## src/rtl/regfile_wb_arbiter.sv

```systemverilog
// Write-back arbiter for the register file's single write port.
// Round-robin grant among nreq requesters, one registered output stage,
// and a pending-write scoreboard used by issue logic for RAW detection.
module regfile_wb_arbiter #(
    parameter int unsigned dtype    = 16,
    parameter int unsigned nregs    = 8,
    parameter int unsigned addr_len = $clog2(nregs),
    parameter int unsigned nreq     = 3
) (
    input  logic                     clock,
    input  logic                     reset,
    input  logic                     hold,
    input  logic [nreq-1:0]          req_valid,
    output logic [nreq-1:0]          req_ready,
    input  logic [nreq*addr_len-1:0] req_addr,
    input  logic [nreq*dtype-1:0]    req_data,
    input  logic                     pend_set,
    input  logic [addr_len-1:0]      pend_addr,
    output logic [nregs-1:0]         pending,
    output logic                     we,
    output logic [addr_len-1:0]      rZ_address,
    output logic [dtype-1:0]         rZ,
    output logic [$clog2(nreq)-1:0]  grant_id
);

    localparam int unsigned id_len = $clog2(nreq);

    logic [id_len-1:0]   ptr_q, ptr_d;
    logic [nreq-1:0]     grant;
    logic [id_len-1:0]   grant_idx;
    logic                grant_found;
    logic [id_len-1:0]   cand;
    int unsigned         scan;
    logic [addr_len-1:0] sel_addr;
    logic [dtype-1:0]    sel_data;
    logic                we_q;
    logic [addr_len-1:0] addr_q;
    logic [dtype-1:0]    data_q;
    logic [id_len-1:0]   gid_q;
    logic [nregs-1:0]    pend_q, pend_d;

    // Round-robin search starting at the pointer; first valid requester wins.
    always_comb begin
        grant       = '0;
        grant_idx   = '0;
        grant_found = 1'b0;
        scan        = 0;
        cand        = '0;
        if (!hold && !reset) begin
            for (int unsigned k = 0; k < nreq; k++) begin
                scan = 32'(ptr_q) + k;
                if (scan >= nreq) begin
                    scan = scan - nreq;
                end
                cand = scan[id_len-1:0];
                if (!grant_found && req_valid[cand]) begin
                    grant_found = 1'b1;
                    grant[cand] = 1'b1;
                    grant_idx   = cand;
                end
            end
        end
    end

    assign req_ready = grant;

    // Pick the granted requester's address/data slice.
    always_comb begin
        sel_addr = '0;
        sel_data = '0;
        for (int unsigned i = 0; i < nreq; i++) begin
            if (grant[i]) begin
                sel_addr = req_addr[i*addr_len +: addr_len];
                sel_data = req_data[i*dtype +: dtype];
            end
        end
    end

    // Pointer moves just past the requester that transferred.
    always_comb begin
        ptr_d = ptr_q;
        if (grant_found) begin
            ptr_d = (grant_idx == id_len'(nreq - 1)) ? '0 : grant_idx + 1'b1;
        end
    end

    // Output stage and pointer; a write to register 0 is consumed but not enabled.
    always_ff @(posedge clock or posedge reset) begin
        if (reset) begin
            ptr_q  <= '0;
            we_q   <= 1'b0;
            addr_q <= '0;
            data_q <= '0;
            gid_q  <= '0;
        end else begin
            ptr_q <= ptr_d;
            if (grant_found) begin
                we_q   <= (sel_addr != '0);
                addr_q <= sel_addr;
                data_q <= sel_data;
                gid_q  <= grant_idx;
            end else begin
                we_q <= 1'b0;
            end
        end
    end

    // Scoreboard next state: commit clears first, then a new set overrides it.
    always_comb begin
        pend_d = pend_q;
        if (we_q) begin
            pend_d[addr_q] = 1'b0;
        end
        if (pend_set && (pend_addr != '0)) begin
            pend_d[pend_addr] = 1'b1;
        end
        pend_d[0] = 1'b0;
    end

    // Scoreboard register.
    always_ff @(posedge clock or posedge reset) begin
        if (reset) begin
            pend_q <= '0;
        end else begin
            pend_q <= pend_d;
        end
    end

    assign pending    = pend_q;
    assign we         = we_q;
    assign rZ_address = addr_q;
    assign rZ         = data_q;
    assign grant_id   = gid_q;

endmodule

```

## config.mk

```make
export PLATFORM = sky130hd
export DESIGN_NAME = regfile_wb_arbiter
export DESIGN_NICKNAME = d
export VERILOG_FILES = /design/src/rtl/regfile_wb_arbiter.sv
export SDC_FILE = /design/constraint.sdc
export NUM_CORES = 1
export LEC_CHECK = 0
export ABC_CLOCK_PERIOD_IN_PS = 3300
export CORE_MARGIN = 8
export CORE_UTILIZATION = 40
export CTS_CLUSTER_DIAMETER = 80
export CTS_CLUSTER_SIZE = 14
export DETAILED_ROUTE_END_ITERATION = 16
export PLACE_DENSITY_LB_ADDON = 0.15
export SYNTH_ARGS = -nofsm -noshare
export SYNTH_HDL_FRONTEND = slang
export SYNTH_SLANG_ARGS = --single-unit
```

## constraint.sdc

```tcl
create_clock -name clock -period 3.3 [get_ports clock]
set_input_delay 0.825 -clock clock [delete_from_list [all_inputs] [get_ports clock]]
set_output_delay 0.825 -clock clock [all_outputs]
set_load 0.02 [all_outputs]
```

==> results of run 1 <==
==> cell usage after synthesis (2+ instances only) <==
master,n
sky130_fd_sc_hd__o31ai_1,3
sky130_fd_sc_hd__ha_1,4
sky130_fd_sc_hd__mux2_2,2
sky130_fd_sc_hd__nor3b_1,2
sky130_fd_sc_hd__buf_6,2
sky130_fd_sc_hd__a221oi_2,12
sky130_fd_sc_hd__a21oi_1,4
sky130_fd_sc_hd__nor2_1,24
sky130_fd_sc_hd__nor2b_1,3
sky130_fd_sc_hd__clkbuf_1,6
sky130_fd_sc_hd__o21ai_0,13
sky130_fd_sc_hd__a221oi_1,6
sky130_fd_sc_hd__mux2i_1,2
sky130_fd_sc_hd__dfrtp_1,31
sky130_fd_sc_hd__o21ai_1,17
sky130_fd_sc_hd__buf_2,4
sky130_fd_sc_hd__nand2_1,31
sky130_fd_sc_hd__and2_1,2
sky130_fd_sc_hd__nand2b_1,8
sky130_fd_sc_hd__a21o_1,2
sky130_fd_sc_hd__inv_1,7
sky130_fd_sc_hd__nor3_1,3
==> through the flow <==
step	TNS [ns]	std cells
after global placement	-2.51	374
after floorplan	0	211
final	0	383
after global routing	-0.00687	383
after CTS	-0.0539	382
after detailed placement	-3.05	374
==> sequential cells by signal, summed over array words and instances, names as in the netlist <==
register    cells
ptr_q           2
rZ_address      3
rZ             16
we              1
pending         7
grant_id        2
==> kinds of logic (layout without fill, tap and decap cells) <==
group                      Yosys count  count (layout)  share of synthesized area
and+or+nand+nor                     79              79                      0.191
AOI/OAI and AO/OA                   70              70                      0.292
DFF                                 31              31                      0.407
buffers and inverters               21             139                     0.0538
adders and majority gates            5               5                     0.0315
muxes                                4               4                     0.0223
other                                1               1                    0.00197
==> layout make-up <==
| cell class | count | area (um^2) |
|---|---|---|
| clock buffer | 6 | 82.6 |
| clock inverter | 2 | 35.0 |
| fill | 385 | 1420 |
| inverter | 8 | 30.0 |
| multi-input combinational | 159 | 1070 |
| sequential | 31 | 776 |
| tap | 54 | 67.6 |
| timing repair buffer | 123 | 1180 |
==> worst min-delay path by stage <==
| stage | start | endpoint | cells after the start |
|---|---|---|---|
| 2_1_floorplan | ptr_q[1] | ptr_q[1] | 1 |
| 3_3_place_gp | grant_id[0] | grant_id[0] | 1 |
| 3_5_place_dp | grant_id[0] | grant_id[0] | 1 |
| 4_1_cts | rZ[2] | rZ[2] | 2 |
| 5_1_grt | grant_id[0] | grant_id[0] | 1 |
| 6_report | grant_id[0] | grant_id[0] | 1 |
==> worst max-delay path, delay by kind of cell (launching register included) <==
family	cells	cell delay (ns)
multiplexers	1	0.23
buffers and inverters	3	0.45
AO/OA/AOI/OAI	1	0.47
adder cells (fa/ha/maj)	1	0.41
flip-flops	1	0.41
AND/OR/NAND/NOR	1	0.07
==> report_power, final <==
group | internal, W | switching (W) | total, W
clock | 0.000244 | 0.000152 | 0.000396
sequential | 0.000558 | 0.0000993 | 0.000657
combinational | 0.000779 | 0.000851 | 0.00163
total | 0.00158 | 0.00110 | 0.00268
==> timing repair <==
item | 4_1_cts | 5_1_grt
buffers inserted | 0 | 1
endpoints found under the hold margin | 0 | 0
gates cloned | 0 | 0
pin swaps | 0 | 1
setup endpoints to repair | 3 | 3
resized for setup | 16 | 7
==> per-layer routing <==
| layer | GRT usage | up-vias | part of all wire |
|---|---|---|---|
| li1 | - | 996 | - |
| met1 | 0.213 | 944 | 0.40 |
| met2 | 0.317 | 74 | 0.50 |
| met3 | 0.0598 | 5 | 0.087 |
| met4 | 0.0583 | 0 | 0.010 |
| met5 | 0 | - | 0 |
==> flow_summary.yaml, run 1 <==
status:
  status: "finished clean"
placement:
  post-dp-hpwl_um: 5050
  place_congestion: 0.848
  placed_area_mm2: 0.00309
  detailedPlace.worstSlack_ns: -0.527
  port_buffers: 98
grt:
  grt-ovfl-total: 0
  wire_length_of_the_first_global_routing_pass_um: 10700
  antenna_violations_before_repair: 0
  grt_start_max_net_pins: 32
  grt_use_total: 0.186
  vias_in_the_first_global_route: 2138
synth:
  syn-mean-instance-area_um2: 9.04
  synth_seq_cells: 31
  synth.largest_area_cell: "sky130_fd_sc_hd__dfrtp_1"
  synth_top_cell_area_share: 0.407
  synth.net_count: 282
  synth.area.top_cells: "sky130_fd_sc_hd__dfrtp_1, sky130_fd_sc_hd__a221oi_2, sky130_fd_sc_hd__nand2_1, sky130_fd_sc_hd__nor2_1, sky130_fd_sc_hd__o21ai_1"
  number_of_warnings_reported_in_the_yosys_synthesis_log: 0
  synth_async_sr_flop_share: 1.00
  syn-cell-area_mm2: 0.00191
  synth-edff-count: 0
  mapped_cells: 211
  predominant_post_synthesis_flop_cell: "sky130_fd_sc_hd__dfrtp_1"
  synth-seq-area-share: 0.407
  post_synth_num_cell_types: 45
clock_network:
  root_buffer: "sky130_fd_sc_hd__clkbuf_8"
  cts.path.max_buffers: 2
  worst_skew_pair.late_latency_ns: 0.29
  cts.reportedPaths.clkPinSlew_ns: 0.07
  sinks_on_the_clock_net: 31
  holdBufCountCts: 0
  cts_htree_levels: 2
  cts_tree: "built"
  cts_buffers: 5
worst_setup_path:
  critical_path.startpoint_type: "flip-flop"
  cp.arrival_ns: 2.34
  path_cells: "inv_1 > ha_1 > buf_4 > mux2i_2 > nor2b_1 > o41a_1 > buf_6"
  cp_slowest_cell: "sky130_fd_sc_hd__o41a_1"
  critical_path_startpoint: "ptr_q[1]"
  r2r_cell_count: 11
  worst_ep_required_time_ns: 2.47
  cp_max_stage_delay_ns: 0.47
  r2r_setup_slack_ns: 0.34
  worstSetupEndpoint: "req_ready[0]"
  crit_type: "flip-flop to output port"
  rr_endpoint: "rZ[15]"
  r2r-start: "ptr_q[1]"
  worstPathMaxFanout: 12
  worstSetupEndpointType: "output port"
timing:
  max_slew.worst_pin.slew_ns: 0.531
  relSlewSlack: 0.646
  final.min_clock_period_ns: 3.17
  worst_case_hold_slack_ns: 0.481
  final.period_utilization: 0.959
  worst_slack_ns: 0.135
  final.setup_skew_ns: 0.00629
  max_freq_ghz: 0.316
  final-max-slew-violation-count: 0
  setup_viol: 0
  finalHoldViolations: 0
route:
  via_per_inst: 5.27
  drt-total-wl_um: 6600
  detail_route.drc_violations: 0
  route.detailed.wl_per_inst_um: 17.2
  drt_first_iter_violations: 30
  detailedRoute.firstPassIterationCount: 4
  vias: 2019
  ant_nets: 0
power:
  design_power_total_w: 0.00268
  power_density_mw_per_mm2: 827
  leakage_power_nw: 1.39
  ir_drop_uv: 496
final_layout:
  final_cell_area_mm2: 0.00324
  layout_commonest_cell: "sky130_fd_sc_hd__clkdlybuf4s50_1"
  finish.utilization: 0.696
  fraction_of_layout_cells_with_a_size_suffix_above_1: 0.176
  area_overhead_vs_synth_pct: 70.0
  final_net_count: 399
  n_antenna_cell: 0
  commonest_non_fill_non_tap_cells_in_the_layout: "sky130_fd_sc_hd__clkdlybuf4s50_1, sky130_fd_sc_hd__nand2_1, sky130_fd_sc_hd__dfrtp_1"
run:
  cap_viol_max_count: 0
floorplanning:
  die_area_mm2: 0.00724
  coreArea_mm2: 0.00466
  num_rows: 25
  die_y_um: 85.1
  effective_utilization_at_floorplan: 0.409
  die_width_um: 85.1
  ios: 100
hold_path:
  hold_path_class: "flip-flop to flip-flop"
Note: power is estimated with default switching activity, not from simulation.
==> run 2, diff against run 1 <==
--- a/config.mk
+++ b/config.mk
@@ -6,6 +6,7 @@
 export NUM_CORES = 1
 export LEC_CHECK = 0
 export ABC_CLOCK_PERIOD_IN_PS = 3300
+export CORE_ASPECT_RATIO = 1.2
 export CORE_MARGIN = 8
 export CORE_UTILIZATION = 40
 export CTS_CLUSTER_DIAMETER = 80
==> run 2 against run 1 <==
Core utilization up 0.49 points. Global-route usage down 0.41 points. Final cell count up 0.26%. Combinational power down 2%. Clock power down 3%. Worst setup slack better by 0.032 ns. Sequential power up 2%. Final area down 0.73%. Non-clock buffer count down 3.
==> flow_summary.yaml, run 2 (synthesis results as in run 1) <==
status:
  status: "finished clean"
floorplanning:
  die_width_um: 79.1
  die_y_um: 91.7
  die_area_mm2: 0.00725
  num_rows: 27
  coreArea_mm2: 0.00459
  effective_utilization_at_floorplan: 0.415
  ios: 100
grt:
  grt_use_total: 0.181
  vias_in_the_first_global_route: 2278
  antenna_violations_before_repair: 0
  wire_length_of_the_first_global_routing_pass_um: 10700
  grt-ovfl-total: 0
  grt_start_max_net_pins: 26
hold_path:
  hold_path_class: "flip-flop to flip-flop"
  min_path_cells: 2
  worst_hold_startpoint: "rZ[9]"
  worst_hold_path.endpoint: "rZ[9]"
power:
  switching_power_w: 0.00109
  sw_frac_of_total: 0.412
  combinationalPowerShare: 0.601
  cell_internal_pwr_w: 0.00155
  leakage_power_nw: 1.36
  clock_power_share: 0.145
  power_density_mw_per_mm2: 821
  seq_power_share: 0.254
  ir_drop_uv: 495
final_layout:
  layout_commonest_cell: "sky130_fd_sc_hd__clkdlybuf4s50_1"
  fillers: 382
  n_antenna_cell: 0
  final_net_count: 396
  finish.cell_count_without_fillers: 384
  final_cell_area_mm2: 0.00322
  area_overhead_vs_synth_pct: 68.7
  fraction_of_layout_cells_with_a_size_suffix_above_1: 0.166
  finish.utilization: 0.701
  commonest_non_fill_non_tap_cells_in_the_layout: "sky130_fd_sc_hd__clkdlybuf4s50_1, sky130_fd_sc_hd__nand2_1, sky130_fd_sc_hd__dfrtp_1"
  number_of_flip_flops_under_the_largest_register_name: 16
worst_setup_path:
  cp.arrival_ns: 2.31
  r2r_cell_count: 11
  worstSetupEndpointType: "output port"
  r2r_setup_slack_ns: 0.39
  critical_path.startpoint_type: "input port"
  worstPathMaxFanout: 7
  worst_ep_required_time_ns: 2.47
  crit_type: "input port to output port"
  r2r-start: "ptr_q[0]"
  rr_endpoint: "rZ[3]"
timing:
  max_freq_ghz: 0.319
  setup_viol: 0
  final-max-slew-violation-count: 0
  final.setup_skew_ns: 0.00451
  worst_slack_ns: 0.167
  worst_case_hold_slack_ns: 0.481
  setup_repair_after_global_routing_missed_its_margin: "false"
  final.min_clock_period_ns: 3.13
  final.period_utilization: 0.949
  finalHoldViolations: 0
route:
  detailedRoute.firstPassIterationCount: 4
  route.detailed.wl_per_inst_um: 16.5
  vias: 2036
  drt-total-wl_um: 6330
  ant_nets: 0
  detail_route.drc_violations: 0
  drt_first_iter_violations: 96
  via_per_inst: 5.30
clock_network:
  holdBufCountCts: 0
  root_buffer: "sky130_fd_sc_hd__clkbuf_8"
  cts_tree: "built"
  cts.path.max_buffers: 2
  cts_buffers: 5
  sinks_on_the_clock_net: 31
  worst_skew_pair.late_latency_ns: 0.28
  cts_post_setup_buffers_inserted: 0
  cts.reportedPaths.clkPinSlew_ns: 0.06
  cts_htree_levels: 2
placement:
  post-dp-hpwl_um: 5000
  detailedPlace.worstSlack_ns: -0.557
  place_congestion: 0.882
  port_buffers: 98
  placed_area_mm2: 0.00308
  numPlacedInstances: 376
run:
  cap_viol_max_count: 0
-- run 2: cell count changes in the layout (fill, tap and decap cells not counted), sizes merged --
| cell | change |
|---|---|
| dlygate4sd2 | +2 |
| clkdlybuf4s15 | +1 |
| dlymetal6s2s | -2 |
| buf | -4 |
-- run 2: power groups by stage --
stage	Sequential (W)	Combinational [W]	Clock, W
after floorplan	0.000863	0.000697	0
after global placement	0.000669	0.00155	0
after detailed placement	0.000678	0.00157	0
after CTS	0.000673	0.00158	0.000388
after global routing	0.000696	0.00174	0.000405
final	0.000672	0.00159	0.000383
-- run 2: worst max-delay path, stage by stage --
cell	delay, ns
sky130_fd_sc_hd__dlygate4sd2_1	0.30
sky130_fd_sc_hd__mux2_2	0.30
sky130_fd_sc_hd__buf_4	0.15
sky130_fd_sc_hd__mux2i_4	0.15
sky130_fd_sc_hd__nor2b_1	0.07
sky130_fd_sc_hd__o41a_1	0.33
sky130_fd_sc_hd__buf_2	0.18
-- run 2: per-layer routing --
layer / vias to the layer above / wire length, um / part of all wire / global-route usage
li1: 990 / - / - / -
met1: 972 / 2400 / 0.38 / 0.186
met2: 65 / 3180 / 0.50 / 0.317
met3: 9 / 652 / 0.10 / 0.0850
met4: 0 / 95 / 0.015 / 0.0557
met5: - / 0 / 0 / 0
-- run 2: stage by stage --
stage | power [W] | setup TNS (ns)
final | 0.00264 | 0
after global routing | 0.00284 | 0
after CTS | 0.00264 | 0
after detailed placement | 0.00225 | -3.10
after global placement | 0.00222 | -2.72
after floorplan | 0.00156 | 0
-- run 2: layout make-up --
class                   count  area, um^2  share of cell area
well taps                  58        72.6              0.0225
clock inverters             2        35.0              0.0109
multi-input cells         159        1070               0.333
clock buffers               6        82.6              0.0257
flip-flops and latches     31         776               0.241
inverters                   8        30.0             0.00933
repair buffers            120        1150               0.357
-- run 2: timing repair --
action                                  in CTS  in global routing
resized for setup                           15                  4
pin swaps                                    1                  0
endpoints found under the setup margin       3                  3
-- run 2: worst max path at each step --
stage | from | end | slack [ns]
6_report | req_valid[2] | req_ready[0] | 0.17
3_3_place_gp | req_valid[2] | req_ready[0] | -0.52
5_1_grt | ptr_q[0] | req_ready[1] | 0.0002
3_5_place_dp | req_valid[2] | req_ready[0] | -0.56
4_1_cts | req_valid[0] | req_ready[0] | 0.004
2_1_floorplan | req_valid[1] | req_ready[1] | 0.37
==> run 3, diff against run 2 <==
--- a/config.mk
+++ b/config.mk
@@ -13,6 +13,7 @@
 export CTS_CLUSTER_SIZE = 14
 export DETAILED_ROUTE_END_ITERATION = 16
 export PLACE_DENSITY_LB_ADDON = 0.15
+export SETUP_SLACK_MARGIN = 0.4
 export SYNTH_ARGS = -nofsm -noshare
 export SYNTH_HDL_FRONTEND = slang
 export SYNTH_SLANG_ARGS = --single-unit
==> constraint.sdc (replaced) <==
create_clock -name clock -period 3.3 [get_ports clock]
set_input_delay 0.825 -clock clock [delete_from_list [all_inputs] [get_ports clock]]
set_output_delay 0.825 -clock clock [all_outputs]
set_load 0.01 [all_outputs]
==> run 3 against run 2 <==
Global-route usage rose by 0.58 points. Wire length rose by 8.8%. Register-to-register slack gained 0.10 ns. Critical path depth unchanged. Power increased by 5.5%. Combinational power grew 8%. Critical path type unchanged. Critical endpoint unchanged.
==> flow_summary.yaml, run 3 (synthesis results as in run 1) <==
timing:
  finalSetupTns_ns: 0
  setup_repair_after_global_routing_missed_its_margin: "true"
  worst_slack_ns: 0.340
  final.setup_skew_ns: 0.00726
  final-max-slew-violation-count: 0
  worst_case_hold_slack_ns: 0.491
  setup_viol: 0
  max_freq_ghz: 0.338
  finalHoldViolations: 0
  final.period_utilization: 0.897
  final.min_clock_period_ns: 2.96
power:
  leakage_power_nw: 1.46
  design_power_total_w: 0.00279
  ir_drop_uv: 481
  power_density_mw_per_mm2: 811
clock_network:
  cts.path.max_buffers: 2
  worst_skew_pair.late_latency_ns: 0.28
  cts.reportedPaths.clkPinSlew_ns: 0.06
  sinks_on_the_clock_net: 31
  holdBufCountCts: 0
  cts_tree: "built"
  cts_buffers: 5
  root_buffer: "sky130_fd_sc_hd__clkbuf_8"
  cts_htree_levels: 2
route:
  vias: 2111
  ant_nets: 0
  drt_first_iter_violations: 113
  drt-total-wl_um: 6890
  route.detailed.wl_per_inst_um: 17.4
  detail_route.drc_violations: 0
  detailedRoute.firstPassIterationCount: 4
  via_per_inst: 5.33
final_layout:
  area_overhead_vs_synth_pct: 80.1
  multi_input_area_mm2: 0.00117
  fraction_of_layout_cells_with_a_size_suffix_above_1: 0.243
  layout_commonest_cell: "sky130_fd_sc_hd__clkdlybuf4s50_1"
  commonest_non_fill_non_tap_cells_in_the_layout: "sky130_fd_sc_hd__clkdlybuf4s50_1, sky130_fd_sc_hd__nand2_1, sky130_fd_sc_hd__dfrtp_1"
  layout.area.seq_um2: 776
  number_of_flip_flops_under_the_largest_register_name: 16
  final_net_count: 408
  n_antenna_cell: 0
  fillers: 338
  finish.cell_count_without_fillers: 396
worst_setup_path:
  worstSetupEndpointType: "output port"
  critical_path.startpoint_type: "input port"
  cp.arrival_ns: 2.13
  r2r-start: "ptr_q[1]"
  cpLargestDelayFamily: "compound AO/OA/AOI/OAI gates"
  worstPathMaxFanout: 5
  path_buf_inv: 3
  rr_endpoint: "rZ[11]"
  cp_max_stage_delay_ns: 0.44
  path_cells: "buf_6 > buf_6 > and4bb_1 > o22ai_2 > a21oi_1 > o41a_1 > buf_2"
  critPathMostFrequentCell: "sky130_fd_sc_hd__buf_6"
  r2r_setup_slack_ns: 0.49
  crit_type: "input port to output port"
  cp_slowest_cell: "sky130_fd_sc_hd__o41a_1"
  r2r_cell_count: 11
  worst_ep_required_time_ns: 2.47
grt:
  grt_start_max_net_pins: 26
  grt_use_total: 0.187
  grt-ovfl-total: 0
  vias_in_the_first_global_route: 2254
  antenna_violations_before_repair: 0
  wire_length_of_the_first_global_routing_pass_um: 11000
placement:
  place_congestion: 0.831
  detailedPlace.worstSlack_ns: -0.442
  numPlacedInstances: 377
  post-dp-hpwl_um: 5060
  port_buffers: 98
hold_path:
  min_path_cells: 2
  worst_hold_path.endpoint: "rZ[14]"
  worst_hold_startpoint: "rZ[14]"
  hold_path_class: "flip-flop to flip-flop"
floorplanning:
  ios: 100
  num_rows: 27
  effective_utilization_at_floorplan: 0.415
  die_area_mm2: 0.00725
  die_y_um: 91.7
  die_width_um: 79.1
  coreArea_mm2: 0.00459
status:
  status: "finished clean"
run:
  cap_viol_max_count: 0
-- run 3: cell count changes in the layout (fill, tap and decap cells not counted), sizes merged --
cell / previous run / this run
dlygate4sd2: 2 / 0
buf: 24 / 39
clkdlybuf4s15: 1 / 0
-- run 3: final cells by class --
cell class              count  area share
clock buffers               6      0.0240
clock inverters             2      0.0102
repair buffers            132       0.371
inverters                   8     0.00874
well taps                  58      0.0211
flip-flops and latches     31       0.226
multi-input cells         159       0.339
-- run 3: worst max-delay path by stage --
| stage | end | cells past startpoint | from | slack (ns) |
|---|---|---|---|---|
| floorplan | req_ready[2] | 5 | req_valid[2] | 0.43 |
| global placement | req_ready[0] | 7 | req_valid[1] | -0.39 |
| detailed placement | req_ready[0] | 6 | req_valid[0] | -0.44 |
| CTS | req_ready[0] | 8 | ptr_q[0] | 0.32 |
| global route | req_ready[0] | 7 | ptr_q[0] | 0.31 |
| finish | req_ready[0] | 7 | req_valid[1] | 0.34 |
-- run 3: power by group --
| part | leakage (nW) | switching [W] | total [W] | internal, W |
|---|---|---|---|---|
| logic | 1.03 | 0.000796 | 0.00172 | 0.000925 |
| registers | 0.368 | 0.000116 | 0.000674 | 0.000558 |
| clock network | 0.0612 | 0.000148 | 0.000392 | 0.000244 |
-- run 3: worst register-to-register path, stage by stage, from the launching register on --
cell	delay (ns)
sky130_fd_sc_hd__dfrtp_1	0.43
sky130_fd_sc_hd__ha_4	0.32
sky130_fd_sc_hd__and4bb_1	0.23
sky130_fd_sc_hd__o22ai_2	0.18
sky130_fd_sc_hd__a21oi_1	0.10
sky130_fd_sc_hd__o41a_1	0.44
sky130_fd_sc_hd__buf_4	0.14
sky130_fd_sc_hd__buf_4	0.13
sky130_fd_sc_hd__and2_2	0.21
sky130_fd_sc_hd__buf_4	0.17
sky130_fd_sc_hd__a221oi_2	0.26
sky130_fd_sc_hd__o21ai_1	0.10
-- run 3: through the flow --
stage	area [um^2]	utilization
after floorplan	1910	-
after global placement	3090	0.672
after detailed placement	3090	0.672
after CTS	3310	0.721
after global routing	3440	0.748
final	3440	0.748
-- run 3: timing repair --
| action | 4_1_cts | 5_1_grt |
|---|---|---|
| endpoints found under the hold margin | 0 | 0 |
| setup endpoints to repair | 21 | 19 |
| buffers inserted | 5 | 6 |
| cloned | 0 | 0 |
| pin swaps | 5 | 8 |
| resized for setup | 42 | 20 |
-- run 3: layer usage --
metal | routed length [um] | vias to the layer above | GRT usage | part of all wire
li1 | - | 1012 | - | -
met1 | 2630 | 1020 | 0.200 | 0.38
met2 | 3590 | 72 | 0.329 | 0.52
met3 | 607 | 7 | 0.0801 | 0.088
met4 | 68 | 0 | 0.0418 | 0.0099
met5 | 0 | - | 0 | 0
